[config.mk]
export PLATFORM = sky130hd
export DESIGN_NAME = alu_addsub_nibble
export DESIGN_NICKNAME = d
export VERILOG_FILES = /design/src/rtl/alu_addsub_nibble.sv
export SDC_FILE = /design/constraint.sdc
export NUM_CORES = 1
export LEC_CHECK = 0
export CORE_MARGIN = 2
export CORE_UTILIZATION = 50
export DETAILED_ROUTE_END_ITERATION = 12
export DONT_BUFFER_PORTS = 1
export GPL_ROUTABILITY_DRIVEN = 0
export PLACE_DENSITY_LB_ADDON = 0.05
export SLEW_MARGIN = 10
export SYNTH_ARGS = -nofsm -noshare
export SYNTH_HDL_FRONTEND = slang
export SYNTH_SLANG_ARGS = --single-unit
[constraint.sdc]
create_clock -name i_clk -period 6.3 [get_ports i_clk]
set_input_delay 1.26 -clock i_clk [delete_from_list [all_inputs] [get_ports i_clk]]
set_output_delay 1.26 -clock i_clk [all_outputs]
set_load 0.02 [all_outputs]
[src/rtl/alu_addsub_nibble.sv]
// Multi-cycle add/subtract unit: one 4-bit CLA slice swept LSB to MSB,
// ripple carry registered between nibbles, flags captured with the last nibble.

module alu_cla4 (
    input  logic [3:0] a,
    input  logic [3:0] b,
    input  logic       cin,
    output logic [3:0] sum,
    output logic       cout
);

    logic [3:0] p;
    logic [3:0] g;
    logic [4:0] c;

    assign p = a ^ b;
    assign g = a & b;

    assign c[0] = cin;
    assign c[1] = g[0] | (p[0] & c[0]);
    assign c[2] = g[1] | (p[1] & g[0]) | (p[1] & p[0] & c[0]);
    assign c[3] = g[2] | (p[2] & g[1]) | (p[2] & p[1] & g[0])
                | (p[2] & p[1] & p[0] & c[0]);
    assign c[4] = g[3] | (p[3] & g[2]) | (p[3] & p[2] & g[1])
                | (p[3] & p[2] & p[1] & g[0])
                | (p[3] & p[2] & p[1] & p[0] & c[0]);

    assign sum  = p ^ c[3:0];
    assign cout = c[4];

endmodule

module alu_addsub_nibble #(
    parameter int WIDTH = 32
) (
    input  logic             i_clk,
    input  logic             i_rst_n,
    input  logic             i_valid,
    output logic             o_ready,
    input  logic [WIDTH-1:0] i_a,
    input  logic [WIDTH-1:0] i_b,
    input  logic             i_sub,
    output logic             o_valid,
    input  logic             i_ready,
    output logic [WIDTH-1:0] o_result,
    output logic             o_cout,
    output logic             o_ovf,
    output logic             o_zero,
    output logic             o_lt,
    output logic             o_ltu
);

    localparam int N  = WIDTH / 4;
    localparam int KW = (N > 1) ? $clog2(N) : 1;
    localparam logic [KW-1:0] K_LAST = KW'(N - 1);

    typedef enum logic [1:0] {
        IDLE,
        RUN,
        DONE
    } state_t;

    state_t state_q;
    state_t state_d;

    logic [WIDTH-1:0] a_q;
    logic [WIDTH-1:0] b_q;
    logic [WIDTH-1:0] work_q;
    logic [WIDTH-1:0] work_d;
    logic             carry_q;
    logic             sub_q;
    logic [KW-1:0]    k_q;

    logic [WIDTH-1:0] res_q;
    logic             cout_q;
    logic             ovf_q;
    logic             zero_q;
    logic             lt_q;
    logic             ltu_q;

    logic [3:0] a_nib;
    logic [3:0] b_nib;
    logic [3:0] sum;
    logic       c_out;
    logic       accept;
    logic       last;
    logic       ovf_d;
    logic       zero_d;
    logic       lt_d;
    logic       ltu_d;

    assign accept = i_valid & o_ready;
    assign last   = (state_q == RUN) && (k_q == K_LAST);

    // FSM: state register
    always_ff @(posedge i_clk or negedge i_rst_n) begin
        if (!i_rst_n) begin
            state_q <= IDLE;
        end else begin
            state_q <= state_d;
        end
    end

    // FSM: next state
    always_comb begin
        state_d = state_q;
        unique case (state_q)
            IDLE:    if (i_valid) state_d = RUN;
            RUN:     if (k_q == K_LAST) state_d = DONE;
            DONE:    if (i_ready) state_d = IDLE;
            default: state_d = IDLE;
        endcase
    end

    // FSM: outputs
    always_comb begin
        o_ready = (state_q == IDLE);
        o_valid = (state_q == DONE);
    end

    always_comb begin
        a_nib = '0;
        b_nib = '0;
        for (int i = 0; i < N; i++) begin
            if (k_q == KW'(i)) begin
                a_nib = a_q[4*i +: 4];
                b_nib = b_q[4*i +: 4];
            end
        end
    end

    alu_cla4 u_slice (
        .a    (a_nib),
        .b    (b_nib),
        .cin  (carry_q),
        .sum  (sum),
        .cout (c_out)
    );

    always_comb begin
        work_d = work_q;
        for (int i = 0; i < N; i++) begin
            if (k_q == KW'(i)) begin
                work_d[4*i +: 4] = sum;
            end
        end
    end

    // Only meaningful on the last nibble, where sum[3] is the result MSB
    always_comb begin
        ovf_d  = (a_q[WIDTH-1] == b_q[WIDTH-1])
               & (sum[3] != a_q[WIDTH-1]);
        zero_d = (work_d == '0);
        lt_d   = sub_q & (sum[3] ^ ovf_d);
        ltu_d  = sub_q & ~c_out;
    end

    always_ff @(posedge i_clk or negedge i_rst_n) begin
        if (!i_rst_n) begin
            a_q     <= '0;
            b_q     <= '0;
            work_q  <= '0;
            carry_q <= 1'b0;
            sub_q   <= 1'b0;
            k_q     <= '0;
        end else if (accept) begin
            a_q     <= i_a;
            b_q     <= i_b ^ {WIDTH{i_sub}};
            carry_q <= i_sub;
            sub_q   <= i_sub;
            k_q     <= '0;
        end else if (state_q == RUN) begin
            work_q  <= work_d;
            carry_q <= c_out;
            k_q     <= last ? '0 : k_q + KW'(1);
        end
    end

    // Visible results change only when the final nibble lands
    always_ff @(posedge i_clk or negedge i_rst_n) begin
        if (!i_rst_n) begin
            res_q  <= '0;
            cout_q <= 1'b0;
            ovf_q  <= 1'b0;
            zero_q <= 1'b0;
            lt_q   <= 1'b0;
            ltu_q  <= 1'b0;
        end else if (last) begin
            res_q  <= work_d;
            cout_q <= c_out;
            ovf_q  <= ovf_d;
            zero_q <= zero_d;
            lt_q   <= lt_d;
            ltu_q  <= ltu_d;
        end
    end

    assign o_result = res_q;
    assign o_cout   = cout_q;
    assign o_ovf    = ovf_q;
    assign o_zero   = zero_q;
    assign o_lt     = lt_q;
    assign o_ltu    = ltu_q;

endmodule

==> results.json <==
{
  "yosysTopAreaCellShare_pct": 50.3,
  "dp_hpwl_um": 11200,
  "cts_hold_buf": 0,
  "yosys_register_bits": 137,
  "crit-reg2reg-capture": "o_zero$_DFFE_PN0P_",
  "fin_crit_ps": 5040,
  "cp_max_fo": 24,
  "io_buffers": 0,
  "syn_nets": 831,
  "drtPass1Iterations": 5,
  "grt_antenna_before_repair": 0,
  "path_cells": "inv_1, ha_1, nor2b_1, a21oi_1, a221oi_1, o221ai_1, a22o_1, fa_1, and4bb_1, a211oi_1, or4_1, nor4_2, a41o_1",
  "die_h_um": 121,
  "grt_pass1_wl_um": 26400,
  "drtIter0Drc": 320,
  "async_flop_share_pct": 100,
  "synth_area_leaders": "dfrtp_1 50%, nand2_1 12%, o21ai_0 6.5%, xnor2_1 4.4%, mux2i_1 2.5%",
  "synth_edf_count": 0,
  "finClkSkew_ps": 7.36,
  "drv_slew": 0,
  "seqCellArea_um2": 3430,
  "synth-seq-area-share_pct": 50.3,
  "rsz0062_at_grt": "false",
  "setup_viol": 0,
  "num_antenna_cells": 0,
  "cts_made_buffers": 17,
  "final_nets": 803,
  "syn_area_per_cell_um2": 9.08,
  "min_path_cells": 2,
  "cp-end-kind": "register",
  "layout_commonest_cell": "nand2_1",
  "start_util_pct": 51.3,
  "hold_path_startpoint": "sub_q$_DFFE_PN0P_",
  "wirelength_um": 16300,
  "worstHoldPathType": "register to register",
  "yosys_warnings": 0,
  "dieArea_um2": 14600,
  "power_leakage_nw": 3.34,
  "clock_path_buffers": 2,
  "multi_input_area_um2": 3080,
  "cp.arrival_ps": 5390,
  "row_count": 42,
  "r2r-start": "k_q[0]$_DFFE_PN0P_",
  "worst_pin_slew_ps": 920,
  "placed_cells": 880,
  "crit_required_ps": 6660,
  "cts-resized-gates": 0,
  "cts-root-buf": "clkbuf_16",
  "coreArea_um2": 13300,
  "die_w_um": 121,
  "fmax_mhz": 198,
  "min_to": "sub_q$_DFFE_PN0P_",
  "avgViaCountPerCell": 5.49,
  "htree_num_levels": 4,
  "cts_setup_buffers": 0,
  "grt_max_degree": 138,
  "finalSetupTns_ps": 0,
  "outcome": "finished clean",
  "drc": 0,
  "crit_slowest_cell": "fa_1",
  "layout_common_cells": "208 x nand2_1, 137 x dfrtp_1, 88 x o21ai_0, 36 x nor2_1, 34 x xnor2_1",
  "cp_slowest_stage_delay_ps": 910,
  "num_vias": 4993,
  "finalNonFillerCells": 910,
  "wl_per_cell_um": 17.9,
  "reg2reg_depth": 13,
  "area_growth_pct": 7.82,
  "overflow": 0,
  "postSynthCellCount": 751,
  "insertion_delay_ps": 420,
  "r2r_setup_slack_ps": 1260,
  "path_class": "register to register",
  "cts.sinks": 137,
  "slew_headroom_pct": 38.6,
  "grt_util_all_layers_pct": 23.8,
  "grt_pass1_vias": 4884,
  "tritoncts": "yes",
  "synthesis.area_um2": 6820,
  "ys_types": 57,
  "vdd_drop_max_mv": 0.558,
  "synth_top_area_cell": "dfrtp_1",
  "clk_pin_slew_worst_paths_ps": 60,
  "p_per_area_nw_per_um2": 695,
  "drive_above_1_share_pct": 5.99,
  "finalHoldViolCount": 0,
  "period_share_pct": 80.0,
  "drv_cap": 0,
  "fillers": 1233,
  "synth_flop_cell": "dfrtp_1",
  "antenna_left": 0,
  "pin_count": 108,
  "critPathLaunchType": "register"
}
==> cells in the mapped netlist, types with 3 or more instances <==
cell and n:
a211o_1 3, dfrtp_1 137, o31ai_1 3, nand2b_1 9, a21o_1 4, o22ai_1 3, xor2_1 4, clkbuf_1 34
a31oi_1 5, mux2_2 7, nand3_1 4, o21ai_1 16, a32oi_1 5, nand2_1 209, buf_2 10, xnor2_1 34
ha_1 10, a221o_1 5, o21ai_0 88, and2_1 6, nand3b_1 3, buf_6 7, a221oi_1 3, a22o_1 3
nor2b_1 7, o221ai_1 3, nor2_1 36, inv_1 13, mux2i_1 17, a21oi_1 27
==> registers in the layout (all words and copies together), names as in the netlist, 2 cells and up <==
signal,flops
o_result,32
b_q,32
state_q,2
a_q,32
k_q,3
work_q,29
==> logic make-up after synthesis <==
| logic type | share of synthesized area [%] |
|---|---|
| compound gates | 16.5 |
| xor+xnor | 4.88 |
| fa+ha+maj | 2.28 |
| buf+inv | 4.59 |
| flops | 50.3 |
| mux | 3.65 |
| simple gates | 17.8 |
==> final cells by class <==
| type | instances | area share, % |
|---|---|---|
| Clock buffer | 27 | 6.71 |
| Clock inverter | 3 | 0.545 |
| Inverter | 14 | 0.715 |
| Multi-Input combinational cell | 548 | 41.9 |
| Sequential cell | 137 | 46.6 |
| Tap cell | 176 | 3.00 |
| Timing Repair Buffer | 5 | 0.511 |
==> worst max-delay path, delay by kind of cell, from the launching register on <==
family                     cells  cell delay, ps
and+or+nand+nor                4            1590
AOI/OAI and AO/OA              6            1200
DFF                            1             420
buffers and inverters          1             100
adders and majority gates      2            1640
==> how the worst max path moves through the flow <==
stage / cells past startpoint / startpoint / endpoint
2_1_floorplan: 13 / k_q[0]$_DFFE_PN0P_ / o_zero$_DFFE_PN0P_
3_3_place_gp: 13 / k_q[0]$_DFFE_PN0P_ / o_zero$_DFFE_PN0P_
3_5_place_dp: 13 / k_q[0]$_DFFE_PN0P_ / o_zero$_DFFE_PN0P_
4_1_cts: 13 / k_q[0]$_DFFE_PN0P_ / o_zero$_DFFE_PN0P_
5_1_grt: 13 / k_q[0]$_DFFE_PN0P_ / o_zero$_DFFE_PN0P_
6_report: 13 / k_q[0]$_DFFE_PN0P_ / o_zero$_DFFE_PN0P_
==> through the flow <==
step	power [W]	setup slack, ps	util (%)	area [µm²]	hold WS, ps
2_1_floorplan	0.00347	2710	-	6820	437
3_3_place_gp	0.00417	1510	51.3	6820	459
3_5_place_dp	0.00422	1370	51.3	6820	459
4_1_cts	0.00515	1360	55.3	7350	473
5_1_grt	0.00553	929	55.3	7350	486
6_report	0.00511	1260	55.3	7350	465
==> metal layers <==
metal  vias up  routed length (µm)  global-route usage, %
met4         0                 217                   7.92
li1       2476                   -                      -
met1      2361                7840                   33.3
met3        15                 812                   5.99
met2       141                7460                   36.1
met5         -                   0                      0
==> power breakdown <==
group	leakage (nW)	total (W)	switching, W	internal (W)
Sequential	1.73	0.00171	0.000433	0.00128
Clock	0.261	0.000919	0.000351	0.000569
Combinational	1.35	0.00248	0.00159	0.000885
Total	3.34	0.00511	0.00238	0.00273
Power figures use the tool's default switching activity.
